<file path="config.mk">
export PLATFORM = sky130hd
export DESIGN_NAME = mem_access_unit
export DESIGN_NICKNAME = d
export VERILOG_FILES = /design/src/rtl/mem_access_unit.sv
export SDC_FILE = /design/constraint.sdc
export NUM_CORES = 1
export LEC_CHECK = 0
export ABC_AREA = 1
export BUFFER_PORTS_ARGS = -buffer_cell sky130_fd_sc_hd__buf_2
export CORE_MARGIN = 2
export CORE_UTILIZATION = 50
export CTS_BUF_LIST = sky130_fd_sc_hd__clkbuf_4 sky130_fd_sc_hd__clkbuf_8 sky130_fd_sc_hd__clkbuf_16
export DETAILED_ROUTE_END_ITERATION = 6
export GPL_TIMING_DRIVEN = 0
export PLACE_DENSITY = 0.91
export SETUP_SLACK_MARGIN = 0.4
export SYNTH_ARGS = -nofsm -noshare
export SYNTH_HDL_FRONTEND = slang
export SYNTH_SLANG_ARGS = --single-unit
</file>
<file path="constraint.sdc">
create_clock -name clk -period 10.7 [get_ports clk]
set_input_delay 2.14 -clock clk [delete_from_list [all_inputs] [get_ports clk]]
set_output_delay 2.14 -clock clk [all_outputs]
set_load 0.02 [all_outputs]
</file>
<file path="src/rtl/mem_access_unit.sv">
// Memory access unit: a single-outstanding bus master that sequences controller reads and writes
// through IDLE/REQ/DONE and owns the IR/MDR. The bus timeout abort is enabled by MEM_TIMEOUT_EN.
module mem_access_unit #(
   parameter int DATA_W  = 32,
   parameter int TIMEOUT = 16
) (
   input  logic              clk,
   input  logic              rst,
   input  logic              mem_read,
   input  logic              mem_write,
   input  logic              IRwrite,
   input  logic              lord,
   input  logic [DATA_W-1:0] pc,
   input  logic [DATA_W-1:0] alu_out,
   input  logic [DATA_W-1:0] wdata,
   output logic              bus_req,
   output logic              bus_we,
   output logic [DATA_W-1:0] bus_addr,
   output logic [DATA_W-1:0] bus_wdata,
   input  logic              bus_ack,
   input  logic [DATA_W-1:0] bus_rdata,
   output logic [DATA_W-1:0] ir,
   output logic [DATA_W-1:0] mdr,
   output logic              stall,
   output logic              error
);

   typedef enum logic [1:0] {
      IDLE = 2'd0,
      REQ  = 2'd1,
      DONE = 2'd2
   } state_t;

   state_t            state_q, state_d;
   logic [DATA_W-1:0] addr_q, addr_d;
   logic [DATA_W-1:0] wdata_q, wdata_d;
   logic [DATA_W-1:0] ir_q, ir_d;
   logic [DATA_W-1:0] mdr_q, mdr_d;
   logic              we_q, we_d;
   logic              ld_ir_q, ld_ir_d;
   logic              start_s;
   logic              abort_s;
   logic [DATA_W-1:0] sel_addr_s;

   assign start_s    = mem_read | mem_write;
   assign sel_addr_s = lord ? alu_out : pc;

`ifdef MEM_TIMEOUT_EN
   localparam int CNT_W = $clog2(TIMEOUT + 1);

   logic [CNT_W-1:0] tcnt_q;
   logic             err_q;

   assign abort_s = (state_q == REQ) && !bus_ack && (tcnt_q == CNT_W'(TIMEOUT - 1));
   assign error   = err_q;

   // Cycles spent waiting in REQ, plus the sticky abort flag
   always_ff @(posedge clk or posedge rst) begin
      if (rst) begin
         tcnt_q <= '0;
         err_q  <= 1'b0;
      end else begin
         if (state_q == REQ && !bus_ack) begin
            tcnt_q <= tcnt_q + CNT_W'(1);
         end else begin
            tcnt_q <= '0;
         end
         if (abort_s) begin
            err_q <= 1'b1;
         end
      end
   end
`else
   logic unused_timeout_s;

   assign unused_timeout_s = (TIMEOUT > 0);
   assign abort_s          = 1'b0;
   assign error            = 1'b0;
`endif

   // State and datapath registers
   always_ff @(posedge clk or posedge rst) begin
      if (rst) begin
         state_q <= IDLE;
         addr_q  <= '0;
         wdata_q <= '0;
         ir_q    <= '0;
         mdr_q   <= '0;
         we_q    <= 1'b0;
         ld_ir_q <= 1'b0;
      end else begin
         state_q <= state_d;
         addr_q  <= addr_d;
         wdata_q <= wdata_d;
         ir_q    <= ir_d;
         mdr_q   <= mdr_d;
         we_q    <= we_d;
         ld_ir_q <= ld_ir_d;
      end
   end

   // Next-state and register-load decisions
   always_comb begin
      state_d = state_q;
      addr_d  = addr_q;
      wdata_d = wdata_q;
      ir_d    = ir_q;
      mdr_d   = mdr_q;
      we_d    = we_q;
      ld_ir_d = ld_ir_q;
      case (state_q)
         IDLE: begin
            if (start_s) begin
               // Write wins over read, so a write never loads IR
               addr_d  = {sel_addr_s[DATA_W-1:2], 2'b00};
               wdata_d = wdata;
               we_d    = mem_write;
               ld_ir_d = IRwrite & ~mem_write;
               state_d = REQ;
            end else begin
               state_d = IDLE;
            end
         end
         REQ: begin
            if (bus_ack) begin
               if (!we_q) begin
                  mdr_d = bus_rdata;
                  if (ld_ir_q) begin
                     ir_d = bus_rdata;
                  end else begin
                     ir_d = ir_q;
                  end
               end else begin
                  mdr_d = mdr_q;
               end
               state_d = DONE;
            end else if (abort_s) begin
               state_d = DONE;
            end else begin
               state_d = REQ;
            end
         end
         DONE: begin
            state_d = IDLE;
         end
         default: begin
            state_d = IDLE;
         end
      endcase
   end

   assign bus_req   = (state_q == REQ);
   assign bus_we    = we_q;
   assign bus_addr  = addr_q;
   assign bus_wdata = wdata_q;
   assign ir        = ir_q;
   assign mdr       = mdr_q;
   assign stall     = ((state_q == IDLE) && start_s) || (state_q == REQ);

endmodule

</file>
==> flow_summary.yaml, run 1 <==
outcome:
  run_status: "completed"
cts:
  clk_latency_ns: 0.51
  clkTransAtPathRegs_ns: 0.06
  cts_root_buf: "clkbuf_8"
  cts_tree: "done"
  cts_resized: 0
  cts_buffer_depth: 2
  cts_made_buffers: 17
  htreeDepth: 4
  clock_sinks: 130
  ctsHoldBuffers: 0
  postCtsSetupBuffers: 0
place:
  dpl_cell_area_sq_um: 6979
  hpwl_microns: 11890
  finalWeightedCongestion: 0.8158
  io_buffers: 257
setup_path:
  critPathKind: "input pin to output pin"
  required_ns: 8.56
  r2r_slack_ns: 9.15
  reg2reg_to: "bus_addr[28]"
  startpoint_type: "input pin"
  arrival_ns: 3.16
  critPathCaptureType: "output pin"
  reg2regPathDepth: 6
  r2r_start: "state_q[1]"
  cp_max_fo: 10
run:
  maxCapViolations: 0
routing:
  viasPerCell: 4.935
  drt-initial-drc-count: 351
  num_vias: 5433
  dr.pass1.iters: 5
  ant_nets: 0
  drc: 0
  totalWireLength_microns: 15710
  avgRoutedWirePerCell_microns: 14.27
logic_synthesis:
  netlist_instances: 668
  synth_xor_area_share_pct: 0
  synth_area_sq_um: 5478
  ys_types: 17
  synth_top_area_share_pct: 59.39
  yosys.area_share.adder_pct: 0
  synth_most_common_cell: "nand2_1"
  synth_edf_count: 0
  synthTopCellsByCount: "nand2_1 (383), dfrtp_1 (130), inv_1 (38)"
  synth_top_flop_cell: "dfrtp_1"
  ys_warn_count: 0
  yosys.area.top_type: "dfrtp_1"
  synth.area.mux_share_pct: 0
  synth-simple-area-share_pct: 30.86
  synth_top_family_by_area: "simple AND/OR/NAND/NOR gates"
  synthTopCellsByArea: "dfrtp_1 (59%), nand2_1 (26%), nand4_1 (3.7%)"
  synth_compound_area_share_pct: 3.015
  async_flop_share_pct: 100.0
  synth_seq_cells: 130
  ys_seq_area_share_pct: 59.39
  avgSynthCellArea_sq_um: 8.200
sta:
  rsz0062_at_grt: "false"
  worst_pin_slew_ns: 0.5831
  fin_tns_setup_ns: 0
  max_freq_mhz: 188.7
  setup_viol: 0
  hold_violations: 0
  fin_crit_ns: 5.299
  slew_headroom_pct: 61.13
  period_share_pct: 49.52
  fin_skew_ns: 0.01133
  slew_violations: 0
finish:
  drive_gt1_share_pct: 33.89
  fillCellCount: 820
  area_growth_pct: 37.92
  utilization_pct: 70.31
  nNetsFinal: 1082
  stdcell_area_sq_um: 7555
power_and_ir_drop:
  ir_worst_vdd_mv: 0.1822
  p_leak_uw: 0.004556
  powerDensity_nw_per_um2: 319.3
floorplan:
  rows: 38
  core_area_sq_um: 10750
  pin_count: 267
  die-area_sq_um: 11810
  die_h_microns: 108.7
  initial_core_util_pct: 50.98
  die_w_microns: 108.7
worst_hold_path:
  min_path_type: "register to register"
  min_from: "ir[15]"
  holdPathEnd: "ir[15]"
  whs_path_depth: 2
global_route:
  grt_pass1_wl_microns: 24450
  grt_use_total_pct: 26.93
  grt_max_degree: 67
  first_global_vias: 5100
  grt_overflow: 0
  antenna_found_initial: 2
placed cells by master (no fill, tap or decap):
master,Yosys,final
clkbuf_1,14,14
nor2_2,1,1
bufinv_16,0,2
nand2_1,383,383
clkinv_4,0,1
clkinvlp_4,0,3
inv_1,38,37
buf_16,0,1
o21ai_1,8,8
clkbuf_16,0,16
clkbuf_4,0,1
nand2_2,1,1
conb_1,1,3
dfrtp_1,130,130
o21ai_0,25,25
nor2_4,1,1
nand3_2,2,2
inv_2,2,2
clkbuf_8,0,1
clkinv_2,0,1
inv_6,0,7
buf_2,19,276
nand4_1,32,32
diode_2,0,2
buf_4,9,9
nand3_1,1,1
nor2_1,1,1
cell type report:
class	instances	area, sq um	share of cell area (%)
sequential	130	3253	43.06
multi-input combinational	458	1867	24.71
timing repair buffer	258	1314	17.39
clock buffer	18	421.7	5.581
buffer	42	215.2	2.849
tap	140	175.2	2.319
inverter	40	155.1	2.054
clock inverter	13	148.9	1.971
antenna	2	5.005	0.06625
registers in the layout, indices dropped and copies added (netlist names):
name	cells
bus_we	1
ld_ir_q	1
state_q	2
mdr	32
bus_wdata	32
bus_addr	30
ir	32
critical path, stage by stage:
cell,delay (ns)
buf_2,0.09
inv_1,0.12
nand2_1,0.08
nand2_2,0.13
buf_4,0.20
buf_4,0.18
nand2_1,0.05
buf_2,0.16
cells by family (layout without fill, tap and decap cells):
family,after synthesis,in the layout
AO/OA/AOI/OAI,33,33
buffers and inverters,82,371
flip-flops,130,130
other,1,5
AND/OR/NAND/NOR,422,422
per-stage QoR:
step	std cells	power [uW]	setup slack, ns	hold WS, ns
finish	1101	2412	5.401	0.4638
global route	1101	2568	5.302	0.4864
CTS	1099	2425	5.391	0.4678
detailed placement	1068	1855	5.403	0.4530
global placement	1067	1823	3.813	0.4476
floorplan	670	1472	5.091	0.4750
routing by layer:
metal	GRT usage, %	share of wire [%]	vias up
met2	46.70	51	248
met3	6.993	8.4	34
met1	32.12	37	2531
met5	0	0	-
met4	10.53	3.0	0
li1	-	-	2620
power by group:
part           internal [uW]  leakage [uW]  switching [uW]
sequential               718       0.00163             124
combinational            317       0.00266             693
clock                    337      0.000273             224
total                   1370       0.00456            1040
how the worst max path moves through the flow:
stage / from / to / slack [ns] / depth (start not counted)
final: mem_write / stall / 5.40 / 8
after global routing: mem_write / stall / 5.30 / 8
after CTS: mem_write / stall / 5.39 / 8
after detailed placement: mem_write / stall / 5.40 / 8
after global placement: rst / ir[26] / 3.81 / 2
after floorplan: rst / bus_addr[10] / 5.09 / 1
No activity file was read; power rests on OpenSTA's default activity.
==> inputs of run 2 (changes only) <==
--- a/config.mk
+++ b/config.mk
@@ -8,11 +8,11 @@
 export ABC_AREA = 1
 export BUFFER_PORTS_ARGS = -buffer_cell sky130_fd_sc_hd__buf_2
 export CORE_MARGIN = 2
-export CORE_UTILIZATION = 50
+export CORE_UTILIZATION = 46
 export CTS_BUF_LIST = sky130_fd_sc_hd__clkbuf_4 sky130_fd_sc_hd__clkbuf_8 sky130_fd_sc_hd__clkbuf_16
 export DETAILED_ROUTE_END_ITERATION = 6
 export GPL_TIMING_DRIVEN = 0
-export PLACE_DENSITY = 0.91
+export PLACE_DENSITY = 0.85
 export SETUP_SLACK_MARGIN = 0.4
 export SYNTH_ARGS = -nofsm -noshare
 export SYNTH_HDL_FRONTEND = slang
==> constraint.sdc (replaced) <==
create_clock -name clk -period 5.4 [get_ports clk]
set_input_delay 1.08 -clock clk [delete_from_list [all_inputs] [get_ports clk]]
set_output_delay 1.08 -clock clk [all_outputs]
set_load 0.02 [all_outputs]
==> run 2 against run 1 <==
The flow now finishes with violations (DRC). Cell count grew 0.18%. Wire length rose by 0.85%. Clock power rose by 110%. Largest power group unchanged.
==> flow_summary.yaml, run 2 (same netlist as run 1, synthesis figures left out) <==
outcome:
  run_status: "finished with violations"
  violations: "DRC"
cts:
  clkTransAtPathRegs_ns: 0.06
  clk_latency_ns: 0.40
  cts_made_buffers: 17
  cts_resized: 0
  cts_buffer_depth: 2
  htreeDepth: 4
  clock_sinks: 130
  cts_tree: "done"
  ctsHoldBuffers: 0
  postCtsSetupBuffers: 0
  cts_root_buf: "clkbuf_16"
routing:
  drt-initial-drc-count: 476
  viasPerCell: 4.840
  ant_nets: 0
  drc: 16
  avgRoutedWirePerCell_microns: 14.36
  totalWireLength_microns: 15840
  dr.pass1.iters: 7
  num_vias: 5339
setup_path:
  arrival_ns: 2.11
  critPathKind: "input pin to output pin"
  critPathLaunch: "mem_write"
  startpoint_type: "input pin"
  r2r_start: "state_q[1]"
  reg2regPathDepth: 6
  r2r_slack_ns: 3.95
  cp_max_fo: 10
  reg2reg_to: "bus_addr[29]"
  required_ns: 4.32
  critPathCaptureType: "output pin"
finish:
  seqCellArea_sq_um: 3253
  final_cell_mix: "nand2_1 (383), buf_2 (276), dfrtp_1 (130), inv_1 (37), nand4_1 (32)"
  final_common_cell: "nand2_1"
  nNetsFinal: 1082
  fillCellCount: 979
  area_growth_pct: 38.72
  n_antenna_cell: 0
  utilization_pct: 65.98
  drive_gt1_share_pct: 33.96
  multiInputGateArea_sq_um: 1867
global_route:
  globalRouteMet1Util_pct: 31.15
  grt-busiest-layer: "met2"
  grt_use_total_pct: 25.27
  antenna_found_initial: 0
  grt_pass1_wl_microns: 25660
  first_global_vias: 5334
  grt_overflow: 0
  use_met2_pct: 43.63
  gr-usage-met3_pct: 5.570
  grt_max_degree: 80
floorplan:
  rows: 39
  pin_count: 267
  die-area_sq_um: 12800
  core_area_sq_um: 11520
  die_h_microns: 113.1
  die_w_microns: 113.1
  initial_core_util_pct: 47.57
sta:
  rsz0062_at_grt: "false"
  fin_skew_ns: 0.006857
  setup_viol: 0
  max_freq_mhz: 313.1
  worst_slack_ns: 2.206
  fin_crit_ns: 3.194
  slew_violations: 0
  hold_violations: 0
  period_share_pct: 59.15
  worst_pin_slew_ns: 0.5515
  slew_headroom_pct: 63.24
place:
  finalWeightedCongestion: 0.8383
  hpwl_microns: 11850
  io_buffers: 257
  dp_slack_ns: 2.226
power_and_ir_drop:
  p_leak_uw: 0.004584
  powerDensity_nw_per_um2: 639.2
  ir_worst_vdd_mv: 0.3502
worst_hold_path:
  whs_path_depth: 2
  min_from: "mdr[14]"
  holdPathEnd: "mdr[14]"
  min_path_type: "register to register"
run:
  maxCapViolations: 0
run 2: where the power goes:
part           leakage, uW  switching (uW)  internal [uW]
combinational      0.00266            1380            628
clock             0.000300             424            758
sequential         0.00163             247           1420
total              0.00458            2050           2810
run 2: layout make-up:
cell class,instances,area share (%)
flip-flops and latches,130,42.81
multi-input cells,458,24.57
repair buffers,258,17.29
clock buffers,20,6.060
plain buffers,42,2.832
well taps,143,2.355
clock inverters,12,2.042
inverters,40,2.042
run 2: how the worst max path moves through the flow:
stage,endpoint,cells past startpoint
after detailed placement,stall,8
after global routing,stall,8
final,stall,8
after floorplan,bus_addr[10],1
after global placement,ir[24],2
after CTS,stall,8
run 2: worst max-delay path, cell delays in order:
cell	delay, ns
buf_2	0.10
inv_1	0.12
nand2_1	0.09
nand2_2	0.13
buf_4	0.19
buf_4	0.18
nand2_1	0.06
buf_2	0.16
run 2: per-layer routing:
| layer | share of wire [%] | up-vias | routed length (microns) |
|---|---|---|---|
| li1 | - | 2603 | - |
| met1 | 40 | 2466 | 6317 |
| met3 | 7.2 | 32 | 1141 |
| met4 | 2.3 | 0 | 363 |
| met2 | 51 | 238 | 8021 |
| met5 | 0 | - | 0 |
run 2: through the flow:
step	std cells	total power (uW)	instance area, sq um	TNS (ns)	hold slack (ns)
floorplan	670	2917	5485	0	0.4750
detailed placement	1071	3684	6983	0	0.4532
global route	1103	5160	7599	0	0.4831
finish	1103	4857	7599	0	0.4653
CTS	1103	4891	7599	0	0.4678
global placement	1070	3627	6950	-71.08	0.4479
==> inputs of run 3 (changes only) <==
--- a/config.mk
+++ b/config.mk
@@ -5,7 +5,7 @@
 export SDC_FILE = /design/constraint.sdc
 export NUM_CORES = 1
 export LEC_CHECK = 0
-export ABC_AREA = 1
+export ABC_AREA = 0
 export BUFFER_PORTS_ARGS = -buffer_cell sky130_fd_sc_hd__buf_2
 export CORE_MARGIN = 2
 export CORE_UTILIZATION = 46
==> constraint.sdc (replaced) <==
create_clock -name clk -period 3.3 [get_ports clk]
set_input_delay 0.66 -clock clk [delete_from_list [all_inputs] [get_ports clk]]
set_output_delay 0.66 -clock clk [all_outputs]
set_load 0.02 [all_outputs]
==> run 3 against run 2 <==
The flow now finishes without violations. Die area fell by 2.0%. Area after synthesis shrank 2.1%. Hold slack worse by 0.24 ns. Largest cell class unchanged.
==> flow_summary.yaml, run 3 <==
power_and_ir_drop:
  p_leak_uw: 0.003840
  ir_worst_vdd_mv: 0.6772
  powerDensity_nw_per_um2: 1091
  totalPowerFinal_uw: 8167
sta:
  hold_violations: 0
  slew_violations: 0
  worst_pin_slew_ns: 0.5094
  fin_skew_ns: 0.007968
  slew_headroom_pct: 66.04
  max_freq_mhz: 528.2
  fin_tns_setup_ns: 0
  rsz0062_at_grt: "false"
  fin_crit_ns: 1.893
  period_share_pct: 57.37
  setup_viol: 0
setup_path:
  crit_end: "bus_req"
  reg2reg_to: "bus_wdata[21]"
  required_ns: 2.64
  critPathKind: "register to output pin"
  r2r_slack_ns: 1.61
  r2r_start: "state_q[0]"
  reg2regPathDepth: 5
  critPathLaunch: "state_q[1]"
  arrival_ns: 1.23
  cp_max_fo: 4
  critPathCaptureType: "output pin"
  startpoint_type: "register"
logic_synthesis:
  synth_top_area_share_pct: 60.68
  avgSynthCellArea_sq_um: 16.70
  synth_most_common_cell: "dfrtp_1"
  synth_edf_count: 0
  ys_warn_count: 0
  yosys.area.top_type: "dfrtp_1"
  synth_area_sq_um: 5361
  ys_types: 17
  netlist_instances: 321
  synthTopCellsByArea: "dfrtp_1 (61%), mux2_2 (27%), mux2_4 (8.4%)"
  synth_top_flop_cell: "dfrtp_1"
  synthTopCellsByCount: "dfrtp_1 (130), mux2_2 (128), mux2_4 (30)"
  synth_seq_cells: 130
  ys_seq_area_share_pct: 60.68
  async_flop_share_pct: 100.0
floorplan:
  die-area_sq_um: 12540
  rows: 39
  die_h_microns: 112.0
  pin_count: 267
  die_w_microns: 112.0
  initial_core_util_pct: 46.95
  core_area_sq_um: 11420
routing:
  num_vias: 3644
  drc: 0
  totalWireLength_microns: 12720
  dr.pass1.iters: 4
  drt-initial-drc-count: 137
  viasPerCell: 4.814
  ant_nets: 0
  avgRoutedWirePerCell_microns: 16.80
finish:
  n_antenna_cell: 0
  area_growth_pct: 39.58
  nNetsFinal: 738
  final_cell_mix: "buf_2 (265), dfrtp_1 (130), mux2_2 (128), mux2_4 (30), clkbuf_16 (17)"
  drive_gt1_share_pct: 76.55
  finish.cell_count_without_fillers: 757
  final_common_cell: "buf_2"
global_route:
  antenna_found_initial: 0
  grt_use_total_pct: 20.62
  first_global_vias: 3944
  grt_overflow: 0
  grt_max_degree: 46
  grt_pass1_wl_microns: 19980
place:
  finalWeightedCongestion: 0.7818
  place_inst: 727
  hpwl_microns: 9670
  io_buffers: 258
cts:
  cts_made_buffers: 17
  cts_buffer_depth: 2
  ctsHoldBuffers: 0
  clk_latency_ns: 0.41
  htreeDepth: 4
  cts_resized: 0
  postCtsSetupBuffers: 0
  clkTransAtPathRegs_ns: 0.06
  cts_tree: "done"
  cts_root_buf: "clkbuf_16"
  clock_sinks: 130
outcome:
  run_status: "completed"
worst_hold_path:
  min_path_type: "input pin to asynchronous set/reset pin"
run:
  maxCapViolations: 0
## run 3: changes by cell type in the layout (fill, tap and decap cells not counted), moves of 23 or more
cell and change:
nand2_1 -383, mux2_2 +128, inv_1 -36, nand4_1 -32, mux2_4 +30, o21ai_0 -23
## run 3: cell families (layout without fill, tap and decap cells)
family	Yosys count	count (layout)	synth area share, %
flip-flops	130	130	60.68
other	1	3	0.06994
AND/OR/NAND/NOR	8	8	1.027
buffers and inverters	22	313	2.754
multiplexers	158	158	35.29
AO/OA/AOI/OAI	2	2	0.1867
## run 3: how the worst min path moves through the flow
stage	from	end	slack, ns
after global placement	bus_addr[16]	bus_addr[16]	0.48
after floorplan	ld_ir_q	ld_ir_q	0.54
after CTS	rst	bus_addr[14]	0.22
after global routing	rst	bus_addr[14]	0.23
after detailed placement	bus_addr[16]	bus_addr[16]	0.49
final	rst	bus_addr[14]	0.22
## run 3: per-layer routing
metal | GRT usage, % | part of all wire [%] | vias to the layer above
met5 | 0 | 0 | -
met4 | 8.862 | 2.0 | 0
met3 | 7.022 | 7.5 | 19
met2 | 36.77 | 54 | 157
met1 | 22.34 | 37 | 1778
li1 | - | - | 1690
## run 3: cell type report
class	instances	area, sq um
Fill cell	851	3935
Sequential cell	130	3253
Multi-Input combinational cell	171	1968
Timing Repair Buffer	261	1351
Clock buffer	21	474.2
Tap cell	143	178.9
Buffer	20	140.1
Clock inverter	9	106.4
Inverter	2	11.26
## run 3: where the power goes
part | switching [uW] | internal, uW | total [uW]
sequential | 426 | 2410 | 2840
combinational | 1910 | 1590 | 3500
clock | 660 | 1170 | 1830
total | 3000 | 5170 | 8170
## run 3: critical path, stage by stage (launching register included)
cell      delay [ns]
dfrtp_1         0.40
nand2b_1        0.17
inv_1           0.08
buf_2           0.18
## run 3: through the flow
stage               setup WS, ns  hold WS [ns]  util [%]  cell area, sq um
floorplan                  1.031        0.5393         -              5373
global placement          0.3628        0.4825     59.93              6843
detailed placement         1.040        0.4881     60.45              6903
CTS                        1.393        0.2169     65.54              7483
global route               1.343        0.2269     65.54              7483
finish                     1.407        0.2217     65.54              7483
